## config.mk

```make
export PLATFORM = sky130hd
export DESIGN_NAME = adc_ro_multich_flat
export DESIGN_NICKNAME = d
export VERILOG_FILES = /design/src/rtl/adc_ro_pkg.sv /design/src/rtl/adc_ro_multich_if.sv /design/src/rtl/adc_ro_ch_buf.sv /design/src/rtl/adc_ro_multich.sv /design/src/flat_wrapper.sv
export SDC_FILE = /design/constraint.sdc
export NUM_CORES = 1
export LEC_CHECK = 0
export ABC_AREA = 1
export BUFFER_PORTS_ARGS = -buffer_cell sky130_fd_sc_hd__buf_4
export CORE_MARGIN = 1.5
export CORE_UTILIZATION = 35
export DETAILED_ROUTE_END_ITERATION = 10
export PLACE_DENSITY = 0.64
export SYNTH_ARGS = -nofsm -noshare
export SYNTH_HDL_FRONTEND = slang
export SYNTH_SLANG_ARGS = --single-unit
```

## constraint.sdc

```tcl
create_clock -name clk_100 -period 2.8 [get_ports clk_100]
set_clock_uncertainty 0.2 [all_clocks]
set_input_delay 0.56 -clock clk_100 [delete_from_list [all_inputs] [get_ports clk_100]]
set_output_delay 0.56 -clock clk_100 [all_outputs]
set_load 0.1 [all_outputs]
```

## src/rtl/adc_ro_pkg.sv

```systemverilog
// Shared types for the multichannel ADC column-readout sequencer.
// Latency: n/a (types and constants only).
// Backpressure: n/a.
package adc_ro_pkg;

   typedef enum logic [2:0] {
      IDLE,
      WAIT_CP,
      CAPTURE,
      EMIT,
      WAIT_CP_LOW
   } state_t;

   // Marker placed in the upper half of the optional per-column header beat
   localparam logic [15:0] HDR_MAGIC = 16'hC0DE;

endpackage

```

## src/rtl/adc_ro_multich_if.sv

```systemverilog
// ADC capture side plus the channel-packed output stream of the readout sequencer.
// Latency: n/a (wiring only).
// Backpressure: out_ready from the consumer stalls the stream; the ADC side has none.
interface adc_ro_multich_if #(
   parameter int N_CH = 2,
   parameter int DW   = 16
);
   logic [N_CH*DW-1:0] adc_data;
   logic [N_CH-1:0]    adc_valid;
   logic               adc_en;
   logic [N_CH*DW-1:0] out_data;
   logic               out_valid;
   logic               out_ready;
   logic               out_last;

   // Sequencer side
   modport master (
      input  adc_data, adc_valid, out_ready,
      output adc_en, out_data, out_valid, out_last
   );

   // ADC source / stream consumer side
   modport slave (
      output adc_data, adc_valid, out_ready,
      input  adc_en, out_data, out_valid, out_last
   );
endinterface

```

## src/rtl/adc_ro_ch_buf.sv

```systemverilog
// Per-channel sample store: counts and holds up to SAMPLES words, flags strobes arriving when full.
// Latency: a word is readable one cycle after its strobe; read port is combinational by index.
// Backpressure: none; strobes while full are dropped and reported on overrun (same cycle).
module adc_ro_ch_buf #(
   parameter int DW      = 16,
   parameter int SAMPLES = 3,
   parameter int CW      = $clog2(SAMPLES + 1)
) (
   input  logic          clk_100,
   input  logic          rst,
   input  logic          clr,
   input  logic          capture,
   input  logic          strobe,
   input  logic [DW-1:0] sample,
   input  logic [CW-1:0] rd_idx,
   output logic [DW-1:0] rd_word,
   output logic          full,
   output logic          overrun
);

   logic [CW-1:0] cnt;
   logic [DW-1:0] mem [SAMPLES];

   assign full    = (cnt == CW'(SAMPLES));
   assign overrun = capture & strobe & full;
   assign rd_word = mem[rd_idx];

   // Store accepted samples in arrival order; counter is cleared at the start of each column
   always_ff @(posedge clk_100) begin
      if (rst) begin
         cnt <= '0;
         for (int i = 0; i < SAMPLES; i++) mem[i] <= '0;
      end else if (clr) begin
         cnt <= '0;
      end else if (capture && strobe && !full) begin
         mem[cnt] <= sample;
         cnt      <= cnt + CW'(1);
      end
   end

endmodule

```

## src/rtl/adc_ro_multich.sv

```systemverilog
// Column-readout sequencer: per column pulse captures SAMPLES words per ADC channel, then streams them channel-packed.
// Latency: first beat valid 2 cycles after the last channel's final strobe; one beat per accepted handshake.
// Backpressure: out_ready low holds out_data/out_valid stable; ADC side is not stalled (overrun flagged instead).
// Optional feature: define ADC_RO_HDR_EN to prefix each column with a {HDR_MAGIC, col_idx} header beat.
module adc_ro_multich
   import adc_ro_pkg::*;
#(
   parameter int N_CH    = 2,
   parameter int DW      = 16,
   parameter int SAMPLES = 3,
   parameter int COL_NUM = 43,
   parameter int TIMEOUT = 1024
) (
   input  logic              clk_100,
   input  logic              rst,
   input  logic              mux_start,
   input  logic              cp_mux_in,
   adc_ro_multich_if.master  bus,
   output logic              busy,
   output logic [15:0]       col_idx,
   output logic              err_overrun,
   output logic              err_timeout
);

   localparam int CW = $clog2(SAMPLES + 1);
   localparam int TW = $clog2(TIMEOUT + 1);
`ifdef ADC_RO_HDR_EN
   localparam int NB = SAMPLES + 1;
`else
   localparam int NB = SAMPLES;
`endif
   localparam int BW = $clog2(NB + 1);

`ifdef ADC_RO_HDR_EN
   generate
      if (N_CH * DW < 32) begin : g_hdr_width_chk
         $error("adc_ro_multich: header beat needs N_CH*DW >= 32");
      end
   endgenerate
`endif

   state_t             state, state_nxt;
   logic               cp_q;
   logic               cp_rise;
   logic [TW-1:0]      timer;
   logic [BW-1:0]      beat;
   logic [CW-1:0]      rd_idx;
   logic [N_CH-1:0]    full;
   logic [N_CH-1:0]    overrun;
   logic [DW-1:0]      rd_word [N_CH];
   logic               all_full;
   logic               timed_out;
   logic               last_beat;
   logic               last_col;
   logic [N_CH*DW-1:0] data_beat;

   assign cp_rise   = cp_mux_in & ~cp_q;
   assign all_full  = &full;
   assign timed_out = (state == CAPTURE) && !all_full && (timer == TW'(TIMEOUT - 1));
   assign last_beat = (beat == BW'(NB - 1));
   assign last_col  = (col_idx == 16'(COL_NUM - 1));

   generate
      for (genvar c = 0; c < N_CH; c++) begin : g_ch
         adc_ro_ch_buf #(.DW(DW), .SAMPLES(SAMPLES)) u_buf (
            .clk_100 (clk_100),
            .rst     (rst),
            .clr     ((state == WAIT_CP) && cp_rise),
            .capture (state == CAPTURE),
            .strobe  (bus.adc_valid[c]),
            .sample  (bus.adc_data[c*DW +: DW]),
            .rd_idx  (rd_idx),
            .rd_word (rd_word[c]),
            .full    (full[c]),
            .overrun (overrun[c])
         );
      end
   endgenerate

   // State register
   always_ff @(posedge clk_100) begin
      if (rst) state <= IDLE;
      else     state <= state_nxt;
   end

   // Next-state decode; a finished column waits for the pulse to drop so a long pulse cannot retrigger
   always_comb begin
      state_nxt = state;
      case (state)
         IDLE:        if (mux_start) state_nxt = WAIT_CP;
         WAIT_CP:     if (cp_rise) state_nxt = CAPTURE;
         CAPTURE: begin
            if (all_full)       state_nxt = EMIT;
            else if (timed_out) state_nxt = IDLE;
         end
         EMIT:        if (bus.out_ready && last_beat) state_nxt = last_col ? IDLE : WAIT_CP_LOW;
         WAIT_CP_LOW: if (!cp_mux_in) state_nxt = WAIT_CP;
         default:     state_nxt = IDLE;
      endcase
   end

   // Edge detector, capture timer, beat/column counters and sticky error flags
   always_ff @(posedge clk_100) begin
      if (rst) begin
         cp_q        <= 1'b0;
         timer       <= '0;
         beat        <= '0;
         col_idx     <= '0;
         err_overrun <= 1'b0;
         err_timeout <= 1'b0;
      end else begin
         cp_q  <= cp_mux_in;
         timer <= (state == CAPTURE) ? timer + TW'(1) : '0;
         if ((state == IDLE) && mux_start) begin
            col_idx     <= '0;
            err_overrun <= 1'b0;
            err_timeout <= 1'b0;
         end
         if (|overrun)  err_overrun <= 1'b1;
         if (timed_out) err_timeout <= 1'b1;
         if ((state == EMIT) && bus.out_ready) begin
            if (last_beat) begin
               beat <= '0;
               if (!last_col) col_idx <= col_idx + 16'd1;
            end else begin
               beat <= beat + BW'(1);
            end
         end
      end
   end

   // Stream outputs decoded from state; data is zero outside EMIT so reset leaves every output low
   always_comb begin
      data_beat = '0;
      for (int c = 0; c < N_CH; c++) data_beat[c*DW +: DW] = rd_word[c];
`ifdef ADC_RO_HDR_EN
      rd_idx = (beat == '0) ? '0 : CW'(beat - BW'(1));
`else
      rd_idx = CW'(beat);
`endif
      bus.out_data = '0;
      if (state == EMIT) begin
`ifdef ADC_RO_HDR_EN
         if (beat == '0) begin
            bus.out_data[15:0]  = col_idx;
            bus.out_data[31:16] = HDR_MAGIC;
         end else begin
            bus.out_data = data_beat;
         end
`else
         bus.out_data = data_beat;
`endif
      end
      bus.adc_en    = (state == CAPTURE);
      bus.out_valid = (state == EMIT);
      bus.out_last  = (state == EMIT) && last_beat && last_col;
   end

   assign busy = (state != IDLE);

endmodule

```

## src/flat_wrapper.sv

```systemverilog
// flat-port wrapper written by rule: the top's interface ports become plain ports
module adc_ro_multich_flat import adc_ro_pkg::*;
#(
   parameter int N_CH    = 2,
   parameter int DW      = 16,
   parameter int SAMPLES = 3,
   parameter int COL_NUM = 43,
   parameter int TIMEOUT = 1024
)
  (clk_100, rst, mux_start, cp_mux_in, busy, col_idx, err_overrun, err_timeout, bus_adc_data, bus_adc_valid, bus_out_ready, bus_adc_en, bus_out_data, bus_out_valid, bus_out_last);
  adc_ro_multich_if #(.N_CH(N_CH), .DW(DW)) bus_i ();
  input  logic clk_100;
  input  logic rst;
  input  logic mux_start;
  input  logic cp_mux_in;
  output logic busy;
  output logic [15:0] col_idx;
  output logic err_overrun;
  output logic err_timeout;
  input wire logic [$bits(bus_i.adc_data)-1:0] bus_adc_data;
  input wire logic [$bits(bus_i.adc_valid)-1:0] bus_adc_valid;
  input wire logic [$bits(bus_i.out_ready)-1:0] bus_out_ready;
  output wire logic [$bits(bus_i.adc_en)-1:0] bus_adc_en;
  output wire logic [$bits(bus_i.out_data)-1:0] bus_out_data;
  output wire logic [$bits(bus_i.out_valid)-1:0] bus_out_valid;
  output wire logic [$bits(bus_i.out_last)-1:0] bus_out_last;
  assign bus_i.adc_data = bus_adc_data;
  assign bus_i.adc_valid = bus_adc_valid;
  assign bus_i.out_ready = bus_out_ready;
  assign bus_adc_en = bus_i.adc_en;
  assign bus_out_data = bus_i.out_data;
  assign bus_out_valid = bus_i.out_valid;
  assign bus_out_last = bus_i.out_last;
  adc_ro_multich #(.N_CH(N_CH), .DW(DW), .SAMPLES(SAMPLES), .COL_NUM(COL_NUM), .TIMEOUT(TIMEOUT)) u_core (.clk_100(clk_100), .rst(rst), .mux_start(mux_start), .cp_mux_in(cp_mux_in), .bus(bus_i), .busy(busy), .col_idx(col_idx), .err_overrun(err_overrun), .err_timeout(err_timeout));
endmodule
```

==> impl_metrics.py <==
metrics = {
    "run_status": {
        "status": "complete, no violations",
    },
    "sta": {
        "fmax_ghz": 0.3699,
        "drv_slew": 0,
        "fin_crit_ns": 2.704,
        "timing.setup.tns_ns": 0,
        "final_hold_viol_count": 0,
        "finalCritPeriodShare_pct": 96.55,
        "tightest_slew_ns": 0.4929,
        "setup_viol": 0,
        "rsz0062_at_grt": "yes",
        "relSlewSlack_pct": 66.79,
    },
    "grt": {
        "grt_overflow": 0,
        "grt_pass1_wl_um": 29160,
        "grt_max_degree": 65,
        "grt_pass1_vias": 5847,
        "antenna_found_initial": 0,
        "use_met1_pct": 20.19,
        "use_met3_pct": 3.385,
        "busiest_layer": "met2",
        "grt.met2_usage_pct": 26.98,
        "grt_usage_pct": 15.86,
    },
    "worst_setup_path": {
        "cp-end-kind": "output port",
        "rrSetupSlack_ns": 0.52,
        "critical_path_class": "flip-flop to output port",
        "worstPathArrival_ns": 1.94,
        "crit_required_ns": 2.04,
        "cp-start-kind": "flip-flop",
        "reg2regPathDepth": 7,
        "crit_fanout": 64,
    },
    "floorplanning": {
        "die_x_um": 152.7,
        "fp.coreArea_um2": 21890,
        "initial_core_util_pct": 35.83,
        "die_h_um": 152.7,
        "io-pin-count": 93,
        "rows": 54,
        "fp.dieArea_um2": 23320,
    },
    "clock_network": {
        "postCtsSetupBuffers": 0,
        "ctsHoldBuffers": 0,
        "clk_pin_slew_ns": 0.07,
        "clock_path_buffers": 2,
        "cts_inserted_buffers": 17,
        "insertion_delay_ns": 0.42,
        "ctsHtreeMaxLevel": 4,
        "clock-sinks": 169,
        "root_buffer": "clkbuf_16",
        "cts_tree": "yes",
    },
    "route": {
        "routed_via_density": 4.739,
        "dr.first_iter.drc_count": 303,
        "drt-wirelength-per-cell_um": 14.19,
        "drcViolationCount": 0,
        "first_pass_iters": 5,
        "wl_um": 18090,
        "dr_total_vias": 6042,
        "ant_nets": 0,
    },
    "placed_design": {
        "port_buffers": 92,
        "dpl_cell_area_um2": 9131,
        "placed_cells_incl_taps": 1243,
        "dp_hpwl_um": 11640,
        "globalplace.congestion": 0.8720,
    },
    "synth": {
        "yosysSeqAreaShare_pct": 59.47,
        "synth_area_um2": 7844,
        "synth-seq-cells": 169,
        "syn_inst": 857,
        "yosysWarnings": 0,
        "avgSynthCellArea_um2": 9.153,
        "synth.distinct_cells": 35,
    },
    "cells_and_area": {
        "antennaDiodeCount": 0,
        "n_fill_cell": 2176,
        "layout_commonest_cell": "nor2_1",
        "fin_cells": 1275,
        "drive_above_1_share_pct": 19.90,
        "final_cell_mix": "nor2_1 (267), edfxtp_1 (128), buf_4 (105)",
        "nets": 1032,
        "fin_area_um2": 9704,
        "area_delta_synth_final_pct": 23.72,
    },
    "worst_hold_path": {
        "hold_path.class": "input port to flip-flop",
        "hold_depth": 1,
    },
    "pwr": {
        "pwr_density_cell_nw_per_um2": 669.7,
        "pwr-share-clk_pct": 34.9,
        "ir_worst_vdd_uv": 474.8,
        "power_frac_comb_pct": 20.1,
        "p_leak_uw": 0.004016,
        "seq_power_share_pct": 45.0,
        "power.share.switching_pct": 30.92,
        "p_int_uw": 4489,
        "p_switching_uw": 2010,
    },
    "run": {
        "maxCapViolations": 0,
    },
}
## per-stage QoR
stage / total power, uW / utilization [%] / hold WS, ns / setup WS, ns
after floorplan: 3942 / - / 0.2176 / -0.3916
after global placement: 4280 / 41.71 / 0.2305 / 0.4309
after detailed placement: 4295 / 41.71 / 0.2384 / 0.4270
after CTS: 6562 / 44.30 / 0.1062 / 0.002895
after global routing: 6777 / 44.33 / 0.09923 / -0.05179
final: 6499 / 44.33 / 0.1226 / 0.09647
## kinds of logic (layout without fill, tap and decap cells)
family / after synthesis / after routing / synth area share [%]
AOI/OAI and AO/OA: 146 / 146 / 9.571
DFF: 169 / 169 / 59.47
buffers and inverters: 120 / 227 / 6.412
and+or+nand+nor: 408 / 408 / 22.52
xor gates and xnor gates: 2 / 2 / 0.2234
adders and majority gates: 11 / 11 / 1.755
other: 1 / 32 / 0.04781
## worst max-delay path: stages (launching register included)
cell	delay [ns]
dfxtp_2	0.35
buf_12	0.22
clkinv_1	0.14
buf_12	0.21
o21ai_0	0.26
a21oi_2	0.10
buf_4	0.24
## cells in the mapped netlist
library cell	count	area [um2]
a211oi_1	3	22.52
a21oi_1	57	285.3
a22oi_1	2	15.01
buf_1	10	37.54
buf_2	5	25.02
buf_6	6	67.56
clkbuf_1	14	52.55
clkinv_1	2	7.510
clkinv_2	1	5.000
conb_1	1	3.750
dfxtp_1	41	820.8
edfxtp_1	128	3844
ha_1	11	137.6
inv_1	82	307.8
nand2_1	69	259.0
nand2_2	2	12.51
nand2_4	6	67.56
nand3_1	30	150.1
nand3_4	1	17.52
nand3b_1	2	15.01
nand3b_4	2	40.04
nand4_1	7	43.79
nor2_1	267	1002
nor2_2	6	37.54
nor2_4	1	11.26
nor2_8	2	40.04
nor3_1	9	45.04
nor4_1	1	6.260
o211a_1	1	10.01
o21a_1	1	7.510
o21ai_0	81	405.4
o21ai_1	1	5.000
or2_2	3	18.77
xnor2_1	1	8.760
xor2_1	1	8.760
## registers in the layout, indices dropped and copies added, names as in the netlist, named ones only
name / count
u_core.col_idx: 16
u_core.timer: 11
u_core.err_overrun: 1
u_core.err_timeout: 1
u_core.state: 3
u_core.cp_q: 1
u_core.beat: 2
u_core.g_ch.u_buf.cnt: 4
u_core.g_ch.u_buf.mem: 128
## routing by layer
metal	up-vias	part of all wire [%]
met1	2854	46
met5	-	0
met2	133	49
li1	3042	-
met4	0	1.1
met3	13	4.8
## layout make-up
cell class              instances  area [um2]  share of cell area (%)
repair buffers                110       870.8                   8.974
clock buffers                  20       436.7                   4.500
well taps                     280       350.3                   3.610
inverters                      85       320.3                   3.301
clock inverters                12       126.4                   1.302
multi-input cells             599        2930                   30.20
flip-flops and latches        169        4669                   48.12
## power groups by stage
stage          Sequential [uW]  Clock (uW)  Combinational [uW]
6_report                  2920        2270                1310
3_3_place_gp              2970           0                1310
5_1_grt                   2940        2410                1430
4_1_cts                   2920        2320                1320
2_1_floorplan             2960           0                 980
3_5_place_dp              2980           0                1320
## final timing paths
path | start | endpoint
setup / recovery | flip-flop | bus_out_data[29]
hold / removal | bus_adc_data[9] | u_core.g_ch[0].u_buf.mem[3][9]
setup reg to reg | u_core.state[1] | u_core.g_ch[1].u_buf.mem[0][3]
hold reg to reg | u_core.timer[0] | u_core.timer[0]
## timing repair
action,4_1_cts,5_1_grt
gates cloned,0,0
endpoints found under the setup margin,1,24
endpoints found under the hold margin,0,0
gates resized for setup,1,6
Note: power is estimated with default switching activity, not from simulation.
